File: src/rtl/uart_pkg.sv
// Shared constants and holding-register state type for the UART transmit path.
package uart_pkg;

  localparam logic [3:0]  UART_TX_ADDR    = 4'b0000;
  localparam int unsigned UART_DATA_W     = 8;
  localparam int unsigned UART_DEPTH_LOG2 = 4;

  typedef enum logic [1:0] {
    HR_EMPTY,
    HR_LOADED,
    HR_SENDING
  } hr_state_e;

endpackage

File: src/rtl/uart_sync_edge.sv
// Multi-flop synchroniser for an asynchronous level, producing a registered
// one-cycle pulse on each rising edge of the synchronised level.
module uart_sync_edge #(
  parameter int unsigned STAGES = 2
) (
  input  logic clk,
  input  logic rst_n,
  input  logic din,
  output logic rise
);

  logic [STAGES-1:0] sync_q;
  logic              rise_q;

  // The pulse registers in the same cycle the last stage goes high.
  always_ff @(posedge clk or negedge rst_n) begin
    if (!rst_n) begin
      sync_q <= '0;
      rise_q <= 1'b0;
    end else begin
      sync_q <= {sync_q[STAGES-2:0], din};
      rise_q <= sync_q[STAGES-2] & ~sync_q[STAGES-1];
    end
  end

  assign rise = rise_q;

endmodule

File: src/rtl/uart_tx_fifo_ctrl_p.sv
// UART transmit FIFO controller: holding register plus a 2**DEPTH_LOG2 FIFO,
// fed by DSP bus writes and drained by the Tx shifter's TxBusy/TxDone handshake.
module uart_tx_fifo_ctrl_p
  import uart_pkg::*;
#(
  parameter int unsigned DATA_W      = UART_DATA_W,
  parameter int unsigned DEPTH_LOG2  = UART_DEPTH_LOG2,
  parameter logic [3:0]  TX_REG_ADDR = UART_TX_ADDR,
  parameter int unsigned SYNC_STAGES = 2
) (
  input  logic                  DSP_CLK,
  input  logic                  RESETn,
  input  logic                  DSP_CEn,
  input  logic [3:0]            DSP_ADDR,
  input  logic [15:0]           DSP_WDATA,
  input  logic                  DSP_WEn,
  input  logic                  FIFOEn,
  input  logic                  FIFO_Flush,
  input  logic [DEPTH_LOG2:0]   TrigLevel,
  input  logic                  OvfClr,
  input  logic                  TxBusy,
  input  logic                  TxDone,
  output logic                  TxDataReady,
  output logic [DATA_W-1:0]     TxData,
  output logic                  TxFIFO_Empty,
  output logic                  TxFIFO_Full,
  output logic [DEPTH_LOG2:0]   TxFIFO_Level,
  output logic                  TxFIFO_Trig,
  output logic                  TxFIFO_Ovf
);

  localparam int unsigned     PtrW     = DEPTH_LOG2 + 1;
  localparam int unsigned     Entries  = 2 ** DEPTH_LOG2;
  localparam logic [PtrW-1:0] DepthVal = PtrW'(Entries);

  hr_state_e         state_q, state_d;
  logic [DATA_W-1:0] hr_q, hr_d;
  logic [PtrW-1:0]   wp_q, wp_d, rp_q, rp_d;
  logic              ovf_q, ovf_d;
  logic [DATA_W-1:0] mem [Entries];

  logic              busy_rise, done_pulse;
  logic [PtrW-1:0]   level;
  logic              wr, fifo_empty, fifo_full;
  logic              hr_done, hr_free, pop, push, hr_wr, ovf_set;
  logic [DATA_W-1:0] wdata;
  logic              unused_wdata;

  uart_sync_edge #(
    .STAGES (SYNC_STAGES)
  ) u_sync_busy (
    .clk   (DSP_CLK),
    .rst_n (RESETn),
    .din   (TxBusy),
    .rise  (busy_rise)
  );

  uart_sync_edge #(
    .STAGES (SYNC_STAGES)
  ) u_sync_done (
    .clk   (DSP_CLK),
    .rst_n (RESETn),
    .din   (TxDone),
    .rise  (done_pulse)
  );

  assign wdata        = DSP_WDATA[DATA_W-1:0];
  assign unused_wdata = ^DSP_WDATA[15:DATA_W];

  always_comb begin
    wr         = !DSP_CEn && !DSP_WEn && (DSP_ADDR == TX_REG_ADDR);
    level      = wp_q - rp_q;
    fifo_empty = (level == '0);
    fifo_full  = (level == DepthVal);
  end

  // Write routing: flush swallows the write, then HR, then FIFO, else overflow.
  always_comb begin
    hr_done = done_pulse && (state_q != HR_EMPTY);
    hr_free = (state_q == HR_EMPTY) || (hr_done && fifo_empty);
    pop     = hr_done && !fifo_empty && !FIFO_Flush;
    hr_wr   = wr && !FIFO_Flush && hr_free;
    push    = wr && !FIFO_Flush && !hr_free && FIFOEn && (!fifo_full || pop);
    ovf_set = wr && !FIFO_Flush && !hr_free && !push;
  end

  always_ff @(posedge DSP_CLK or negedge RESETn) begin
    if (!RESETn) begin
      state_q <= HR_EMPTY;
    end else begin
      state_q <= state_d;
    end
  end

  // Done is honoured in HR_LOADED too, so a missed busy edge cannot stall.
  always_comb begin
    state_d = state_q;
    unique case (state_q)
      HR_EMPTY: begin
        if (hr_wr) state_d = HR_LOADED;
      end
      HR_LOADED, HR_SENDING: begin
        if (hr_done) begin
          state_d = (pop || hr_wr) ? HR_LOADED : HR_EMPTY;
        end else if (busy_rise && (state_q == HR_LOADED)) begin
          state_d = HR_SENDING;
        end
      end
      default: state_d = HR_EMPTY;
    endcase
  end

  always_comb begin
    TxDataReady  = (state_q != HR_EMPTY);
    TxData       = hr_q;
    TxFIFO_Empty = fifo_empty;
    TxFIFO_Full  = fifo_full;
    TxFIFO_Level = level;
    TxFIFO_Trig  = (level <= TrigLevel);
    TxFIFO_Ovf   = ovf_q;
  end

  always_comb begin
    hr_d = hr_q;
    if (hr_wr) begin
      hr_d = wdata;
    end else if (pop) begin
      hr_d = mem[rp_q[DEPTH_LOG2-1:0]];
    end else if (hr_done) begin
      hr_d = '0;
    end
  end

  always_comb begin
    wp_d = wp_q;
    rp_d = rp_q;
    if (push) wp_d = wp_q + 1'b1;
    if (FIFO_Flush) begin
      rp_d = wp_q;
    end else if (pop) begin
      rp_d = rp_q + 1'b1;
    end
  end

  always_comb begin
    ovf_d = ovf_q;
    if (ovf_set) begin
      ovf_d = 1'b1;
    end else if (OvfClr) begin
      ovf_d = 1'b0;
    end
  end

  always_ff @(posedge DSP_CLK or negedge RESETn) begin
    if (!RESETn) begin
      hr_q  <= '0;
      wp_q  <= '0;
      rp_q  <= '0;
      ovf_q <= 1'b0;
    end else begin
      hr_q  <= hr_d;
      wp_q  <= wp_d;
      rp_q  <= rp_d;
      ovf_q <= ovf_d;
    end
  end

  // Storage is deliberately left unreset.
  always_ff @(posedge DSP_CLK) begin
    if (push) mem[wp_q[DEPTH_LOG2-1:0]] <= wdata;
  end

endmodule

File: config.mk
export PLATFORM = sky130hd
export DESIGN_NAME = uart_tx_fifo_ctrl_p
export DESIGN_NICKNAME = d
export VERILOG_FILES = /design/src/rtl/uart_pkg.sv /design/src/rtl/uart_sync_edge.sv /design/src/rtl/uart_tx_fifo_ctrl_p.sv
export SDC_FILE = /design/constraint.sdc
export NUM_CORES = 1
export LEC_CHECK = 0
export BUFFER_PORTS_ARGS = -buffer_cell sky130_fd_sc_hd__buf_2
export CAP_MARGIN = 40
export CORE_MARGIN = 3
export CORE_UTILIZATION = 55
export CTS_CLUSTER_DIAMETER = 100
export DETAILED_ROUTE_END_ITERATION = 6
export PLACE_DENSITY = 0.71
export SLEW_MARGIN = 20
export SYNTH_ARGS = -nofsm -noshare
export SYNTH_HDL_FRONTEND = slang
export SYNTH_SLANG_ARGS = --single-unit
File: constraint.sdc
create_clock -name DSP_CLK -period 10.7 [get_ports DSP_CLK]
set_input_delay 0.535 -clock DSP_CLK [delete_from_list [all_inputs] [get_ports DSP_CLK]]
set_output_delay 0.535 -clock DSP_CLK [all_outputs]
set_load 0.01 [all_outputs]
==> flow_metrics.tcl, run 1 <==
set metrics [dict create \
    hold_class "in2async" \
    status "completed" \
    path_clk_slew_ns 0.06 \
    post-cts-setup-buffer-count 0 \
    crit_path_start_kind "register" \
    synthTopCellsByArea "edfxtp_1 (56%), mux4_2 (10%), dfrtp_1 (9.8%)" \
    start_util_pct 56.8 \
    post_cts_resized 0 \
    dp_slack_ns 6.89 \
    p_sw_share_pct 26.5 \
    grt_pass1_vias 3629 \
    vias 3693 \
    clock-skew-final_ns 0.00956 \
    clock-sinks 155 \
    endpoint_kind "output port" \
    fin_setup_tns_ns 0 \
    row_count 40 \
    maxSlewViolCount 0 \
    critical_path_required_ns 10.17 \
    final_area_sq_um 7890 \
    final_common_cell "edfxtp_1" \
    tightest_slew_ns 0.864 \
    postSynthCellCount 393 \
    cts-root-buf "clkbuf_16" \
    hold_violations 0 \
    track_usage_pct 20.4 \
    die_h_um 118 \
    max-cap-violations 0 \
    synth_edf_count 128 \
    dieArea_sq_um 13900 \
    portBuffers 43 \
    switchingPower_uw 421 \
    ir_drop_mv 0.134 \
    power_density_nw_per_um2 201 \
    r2r_start "rp_q[1]$_DFFE_PN0P_" \
    ys_warn_count 0 \
    core_area_sq_um 12200 \
    drcViolationCount 0 \
    power_frac_seq_pct 43.9 \
    place_area_sq_um 7310 \
    grt_antenna_before_repair 0 \
    rsz0062_at_grt "no" \
    syn_nets 445 \
    grt_start_max_net_pins 37 \
    period_minus_slack_ns 3.94 \
    cts_buffers 17 \
    synth_ff_type "edfxtp_1" \
    final_cell_mix "edfxtp_1 (128), buf_2 (43), mux4_2 (32)" \
    via_per_inst 5.90 \
    critical_path.max_fanout 13 \
    max_freq_ghz 0.254 \
    final_nets 497 \
    internal_power_uw 1170 \
    io_pins 52 \
    syn_avg_cell_area_sq_um 17.6 \
    h-tree-depth 4 \
    first_pass_iters 5 \
    grt_pass1_wl_mm 21.1 \
    arrival_ns 3.41 \
    max-slew-margin-rel_pct 42.4 \
    clockBufferDepth 2 \
    detail_route.wl_per_cell_um 21.5 \
    drt.antenna.violating_nets 0 \
    synth_top_area_cell "edfxtp_1" \
    setup_viol 0 \
    rr_worst_depth 8 \
    reg2reg_to "mem[7][1]$_DFFE_PP_" \
    drt-total-wl_mm 13.5 \
    die_w_um 118 \
    cts_hold_buf 0 \
    comb_power_share_pct 19.4 \
    yosysSeqAreaShare_pct 65.4 \
    power_frac_clock_pct 36.7 \
    area_delta_synth_final_pct 14.2 \
    dp_hpwl_mm 8.83 \
    drive_above_1_share_pct 29.7 \
    tritoncts "yes" \
    clk_latency_ns 0.41 \
    ys_async_sr_fraction_pct 17.4 \
    critPathKind "reg2out" \
    fin_ws_ns 6.76 \
    synth-seq-cells 155 \
    place_congestion 0.774 \
    dr.first_iter.drc_count 275 \
    synth_top_area_share_pct 55.7 \
    synth_cell_type_count 65 \
    period_share_pct 36.9 \
    num_antenna_cells 0 \
    leakage_uw 0.00296 \
    synthesis.area_sq_um 6910 \
    overflow 0 \
    rrSetupSlack_ns 6.89 \
]
==> cell usage after synthesis, types with 2 or more instances <==
cell,count
buf_4,3
mux4_2,32
inv_2,4
xor2_1,3
buf_6,2
nand3b_1,2
or3_1,2
a21oi_4,2
nand3_1,6
nand2_1,11
o21ai_0,3
a31oi_1,2
buf_2,5
xnor2_1,4
mux2_2,8
nor2b_1,4
nor3_1,2
ha_1,17
inv_1,17
a311o_1,2
dfrtp_1,27
a21oi_1,4
a211oi_1,4
o21a_1,3
nor2_1,8
nor4b_2,2
and4b_1,3
a21o_1,2
a21boi_0,2
edfxtp_1,128
a32o_1,8
mux2i_1,24
clkbuf_1,5
and4bb_1,2
and4_1,8
nand4_1,3
==> power groups by stage <==
stage / Clock (uW) / Combinational (uW) / Sequential, uW
6_report: 583 / 308 / 698
5_1_grt: 614 / 340 / 699
4_1_cts: 593 / 312 / 697
3_5_place_dp: 0 / 310 / 710
3_3_place_gp: 0 / 296 / 713
2_1_floorplan: 0 / 220 / 709
==> layer usage <==
metal / vias to the layer above / GRT usage, % / routed length, um
met3: 21 / 4.08 / 791
met5: - / 0 / 0
li1: 1689 / - / -
met4: 0 / 8.28 / 313
met2: 110 / 31.3 / 6410
met1: 1873 / 29.1 / 5950
==> cell families after synthesis <==
logic type               share of synthesized area [%]
flip-flops                                        65.4
multiplexers                                      15.4
adder cells (fa/ha/maj)                           3.37
AND/OR/NAND/NOR                                   6.03
buffers and inverters                             2.48
AO/OA/AOI/OAI                                     6.07
XOR/XNOR                                          1.21
==> sequential cells by signal (all words and copies together), names as in the netlist <==
signal / cells
mem: 128
TxData: 8
rp_q: 5
wp_q: 5
state_q: 2
u_sync_busy.sync_q: 2
u_sync_done.sync_q: 2
TxFIFO_Ovf: 1
u_sync_busy.rise: 1
u_sync_done.rise: 1
==> worst max-delay path, cell delays in order (launching register included) <==
cell and delay (ns):
dfrtp_1 0.71, inv_2 0.28, fa_1 0.51, a21o_1 0.21, a211oi_1 0.41, nor2_1 0.16
ha_1 0.33, nand3_1 0.08, o22ai_1 0.14, buf_2 0.15
==> worst max-delay path by stage <==
stage	start	to	slack (ns)	depth (start not counted)
after detailed placement	rp_q[1]$_DFFE_PN0P_	mem[7][5]$_DFFE_PP_	6.89	8
after global routing	rp_q[1]$_DFFE_PN0P_	TxFIFO_Trig	6.48	9
final	rp_q[1]$_DFFE_PN0P_	TxFIFO_Trig	6.76	9
after CTS	rp_q[1]$_DFFE_PN0P_	TxFIFO_Trig	6.71	9
after global placement	rp_q[1]$_DFFE_PN0P_	mem[7][5]$_DFFE_PP_	6.27	7
after floorplan	rp_q[1]$_DFFE_PN0P_	mem[1][0]$_DFFE_PP_	7.09	8
==> stage by stage <==
stage | hold slack [ns] | power, uW | instances | utilization, %
4_1_cts | 0.155 | 1600 | 626 | 64.9
3_3_place_gp | 0.353 | 1010 | 591 | 59.8
2_1_floorplan | 0.239 | 929 | 393 | -
6_report | 0.153 | 1590 | 626 | 64.9
5_1_grt | 0.201 | 1650 | 626 | 64.9
3_5_place_dp | 0.359 | 1020 | 594 | 60.1
==> final cells by class <==
type	instances	area (sq um)
well taps	168	210
inverters	21	78.8
fillers	861	4270
repair buffers	49	275
clock buffers	20	447
flip-flops and latches	155	4520
multi-input cells	201	2220
clock inverters	12	136
Power figures use the tool's default switching activity.
==> run 2, diff against run 1 <==
- ABC_AREA: default -> 1
- clock period: 10.7 -> 3.8 ns (I/O delays scaled with it)
==> run 2 against run 1 <==
Against the previous run:
- area after synthesis up 1.3%
- largest power group unchanged
- critical path depth up 1
- power rose to 2.8 times the previous value
==> flow_metrics.tcl, run 2 <==
set metrics [dict create \
    status "completed" \
    endpoint_kind "output port" \
    p_sw_share_pct 31.0 \
    internal_power_uw 3080 \
    max-cap-violations 0 \
    synth_top_family_by_area "simple AND/OR/NAND/NOR gates" \
    io_pins 52 \
    postSynthCellCount 618 \
    ys_async_sr_fraction_pct 17.4 \
    hold_violations 0 \
    fin_setup_tns_ns 0 \
    maxSlewViolCount 0 \
    synth_mux_area_share_pct 0 \
    ir_drop_mv 0.412 \
    synthesis.area_sq_um 7000 \
    layoutNonFillerInstCount 863 \
    synth-simple-area-share_pct 18.3 \
    power_frac_seq_pct 43.5 \
    synth_compound_area_share_pct 8.47 \
    cp_slowest_stage_delay_ns 0.54 \
    drcViolationCount 0 \
    detail_route.wl_per_cell_um 18.1 \
    setup_viol 0 \
    post-cts-setup-buffer-count 0 \
    grt_pass1_vias 4742 \
    synth_common_cells "nand2_1 (164), edfxtp_1 (128), nor2_1 (49), a21oi_1 (46), inv_1 (36)" \
    synth_top_area_share_pct 54.9 \
    core_area_sq_um 12200 \
    critPathSlowestCell "dfrtp_1" \
    via_per_inst 5.57 \
    area_delta_synth_final_pct 14.6 \
    final_common_cell "nand2_1" \
    power_density_nw_per_um2 557 \
    cts-root-buf "clkbuf_16" \
    arrival_ns 2.86 \
    crit_top_cell "ha_1" \
    clockBufferDepth 2 \
    overflow 0 \
    drt-total-wl_mm 15.6 \
    num_antenna_cells 0 \
    period_share_pct 80.2 \
    clock-skew-final_ns 0.00696 \
    post_cts_resized 0 \
    hold_class "in2reg" \
    clk_latency_ns 0.43 \
    period_minus_slack_ns 3.05 \
    synthTopCellsByArea "edfxtp_1 (55%), dfrtp_1 (9.7%), nand2_1 (8.8%)" \
    ys_warn_count 0 \
    grt_start_max_net_pins 49 \
    critical_path.max_fanout 8 \
    portBuffers 43 \
    grt_pass1_wl_mm 24.7 \
    leakage_uw 0.00335 \
    synth_top_area_cell "edfxtp_1" \
    grt_antenna_before_repair 0 \
    yosysSeqAreaShare_pct 64.6 \
    final_nets 735 \
    total_power_uw 4470 \
    cts_buffers 17 \
    synth-adder-area-share_pct 3.33 \
    comb_power_share_pct 24.0 \
    row_count 40 \
    syn_nets 670 \
    crit_path_start_kind "register" \
    start_util_pct 57.3 \
    h-tree-depth 4 \
    final_area_sq_um 8020 \
    final_cell_mix "nand2_1 (164), edfxtp_1 (128), nor2_1 (49)" \
    synth_edf_count 128 \
    path_clk_slew_ns 0.06 \
    power_frac_clock_pct 32.5 \
    largest_reg_flops 128 \
    dr.first_iter.drc_count 419 \
    max-slew-margin-rel_pct 54.1 \
    fillers 977 \
    drive_above_1_share_pct 19.6 \
    dieArea_sq_um 14100 \
    track_usage_pct 23.3 \
    dp_hpwl_mm 10.3 \
    die_w_um 119 \
    tightest_slew_ns 0.688 \
    dp.cells 828 \
    path_delay_family "adder cells" \
    tritoncts "yes" \
    first_pass_iters 5 \
    yosysMostFrequentCell "nand2_1" \
    die_h_um 119 \
    place_congestion 0.831 \
    cp.buffers_inverters 3 \
    rsz0062_at_grt "no" \
    critPathKind "reg2out" \
    synth_ff_type "edfxtp_1" \
    drt.antenna.violating_nets 0 \
    clock-sinks 155 \
    max_freq_ghz 0.328 \
    switchingPower_uw 1390 \
    critical_path_required_ns 3.61 \
    synth-seq-cells 155 \
    whs_ns 0.140 \
    vias 4810 \
    synth_cell_type_count 47 \
    place_area_sq_um 7470 \
    worstPathCellList "inv_1 -> ha_1 -> a21oi_2 -> nand3_2 -> nand2_4 -> inv_4 -> ha_1 -> a21o_1 -> o22ai_1 -> buf_2" \
    syn_avg_cell_area_sq_um 11.3 \
    synth_xor_area_share_pct 1.09 \
    cts_hold_buf 4 \
]
==> run 2: changes by cell type after synthesis, sizes merged, moves of 8 or more <==
cell	delta
nand2	+165
inv	+21
and4	-8
mux4	-32
o21ai	+8
nor2	+46
nand3	+30
mux2i	-24
mux2	-9
buf	+10
a21oi	+42
==> run 2: area by class of cell <==
type	instances	area (sq um)	area share [%]
repair buffers	70	428	5.33
well taps	168	210	2.62
clock inverters	14	83.8	1.05
flip-flops and latches	155	4520	56.4
clock buffers	17	425	5.30
inverters	44	169	2.11
multi-input cells	395	2180	27.2
==> run 2: final timing paths <==
path	start	endpoint	slack, ns	cells after the start
min reg2reg	u_sync_done.sync_q[0]$_DFF_PN0_	u_sync_done.sync_q[1]$_DFF_PN0_	0.39	0
min	FIFOEn	TxFIFO_Ovf$_DFFE_PN0P_	0.14	4
max in group asynchronous	RESETn	rp_q[0]$_DFFE_PN0P_	3.03	2
min in group asynchronous	RESETn	rp_q[1]$_DFFE_PN0P_	0.32	2
max reg2reg	wp_q[0]$_DFFE_PN0P_	mem[3][0]$_DFFE_PP_	0.94	14
max	rp_q[3]$_DFFE_PN0P_	TxFIFO_Trig	0.75	10
==> run 2: worst reg2reg max path, stage by stage, from the launching register on <==
cell,delay (ns)
dfrtp_1,0.45
inv_1,0.17
ha_1,0.16
inv_1,0.06
fa_1,0.43
xor2_2,0.25
nor2_2,0.09
nand2_4,0.10
inv_2,0.04
o211ai_2,0.08
nand2_4,0.10
nor2_8,0.21
nand2_4,0.11
nor2_1,0.13
buf_4,0.19
==> run 2: per-layer routing <==
| metal | wire [um] | vias to the layer above | share of wire [%] | GRT usage [%] |
|---|---|---|---|---|
| met2 | 7730 | 203 | 49 | 37.4 |
| met4 | 442 | 0 | 2.8 | 11.0 |
| met5 | 0 | - | 0 | 0 |
| met1 | 6370 | 2308 | 41 | 29.8 |
| met3 | 1090 | 34 | 7.0 | 5.79 |
| li1 | - | 2265 | - | - |
==> run 2: metrics by stage <==
stage | util [%] | setup WS [ns]
final | 65.7 | 0.753
after global routing | 65.7 | 0.617
after CTS | 65.7 | 0.730
after detailed placement | 61.2 | 0.929
after global placement | 61.2 | 1.02
after floorplan | - | 0.951
==> run 2: cell families (layout without fill, tap and decap cells) <==
family	after synthesis	in the layout
AND/OR/NAND/NOR	277	277
flip-flops	155	155
AO/OA/AOI/OAI	93	93
buffers and inverters	68	145
adder cells (fa/ha/maj)	18	18
XOR/XNOR	7	7
==> run 2: power by group through the flow <==
stage               sequential [uW]  combinational, uW  clock, uW
floorplan                      1980                751          0
global placement               1970               1020          0
detailed placement             1980               1070          0
CTS                            1940               1080       1470
global route                   1950               1190       1540
finish                         1940               1070       1450
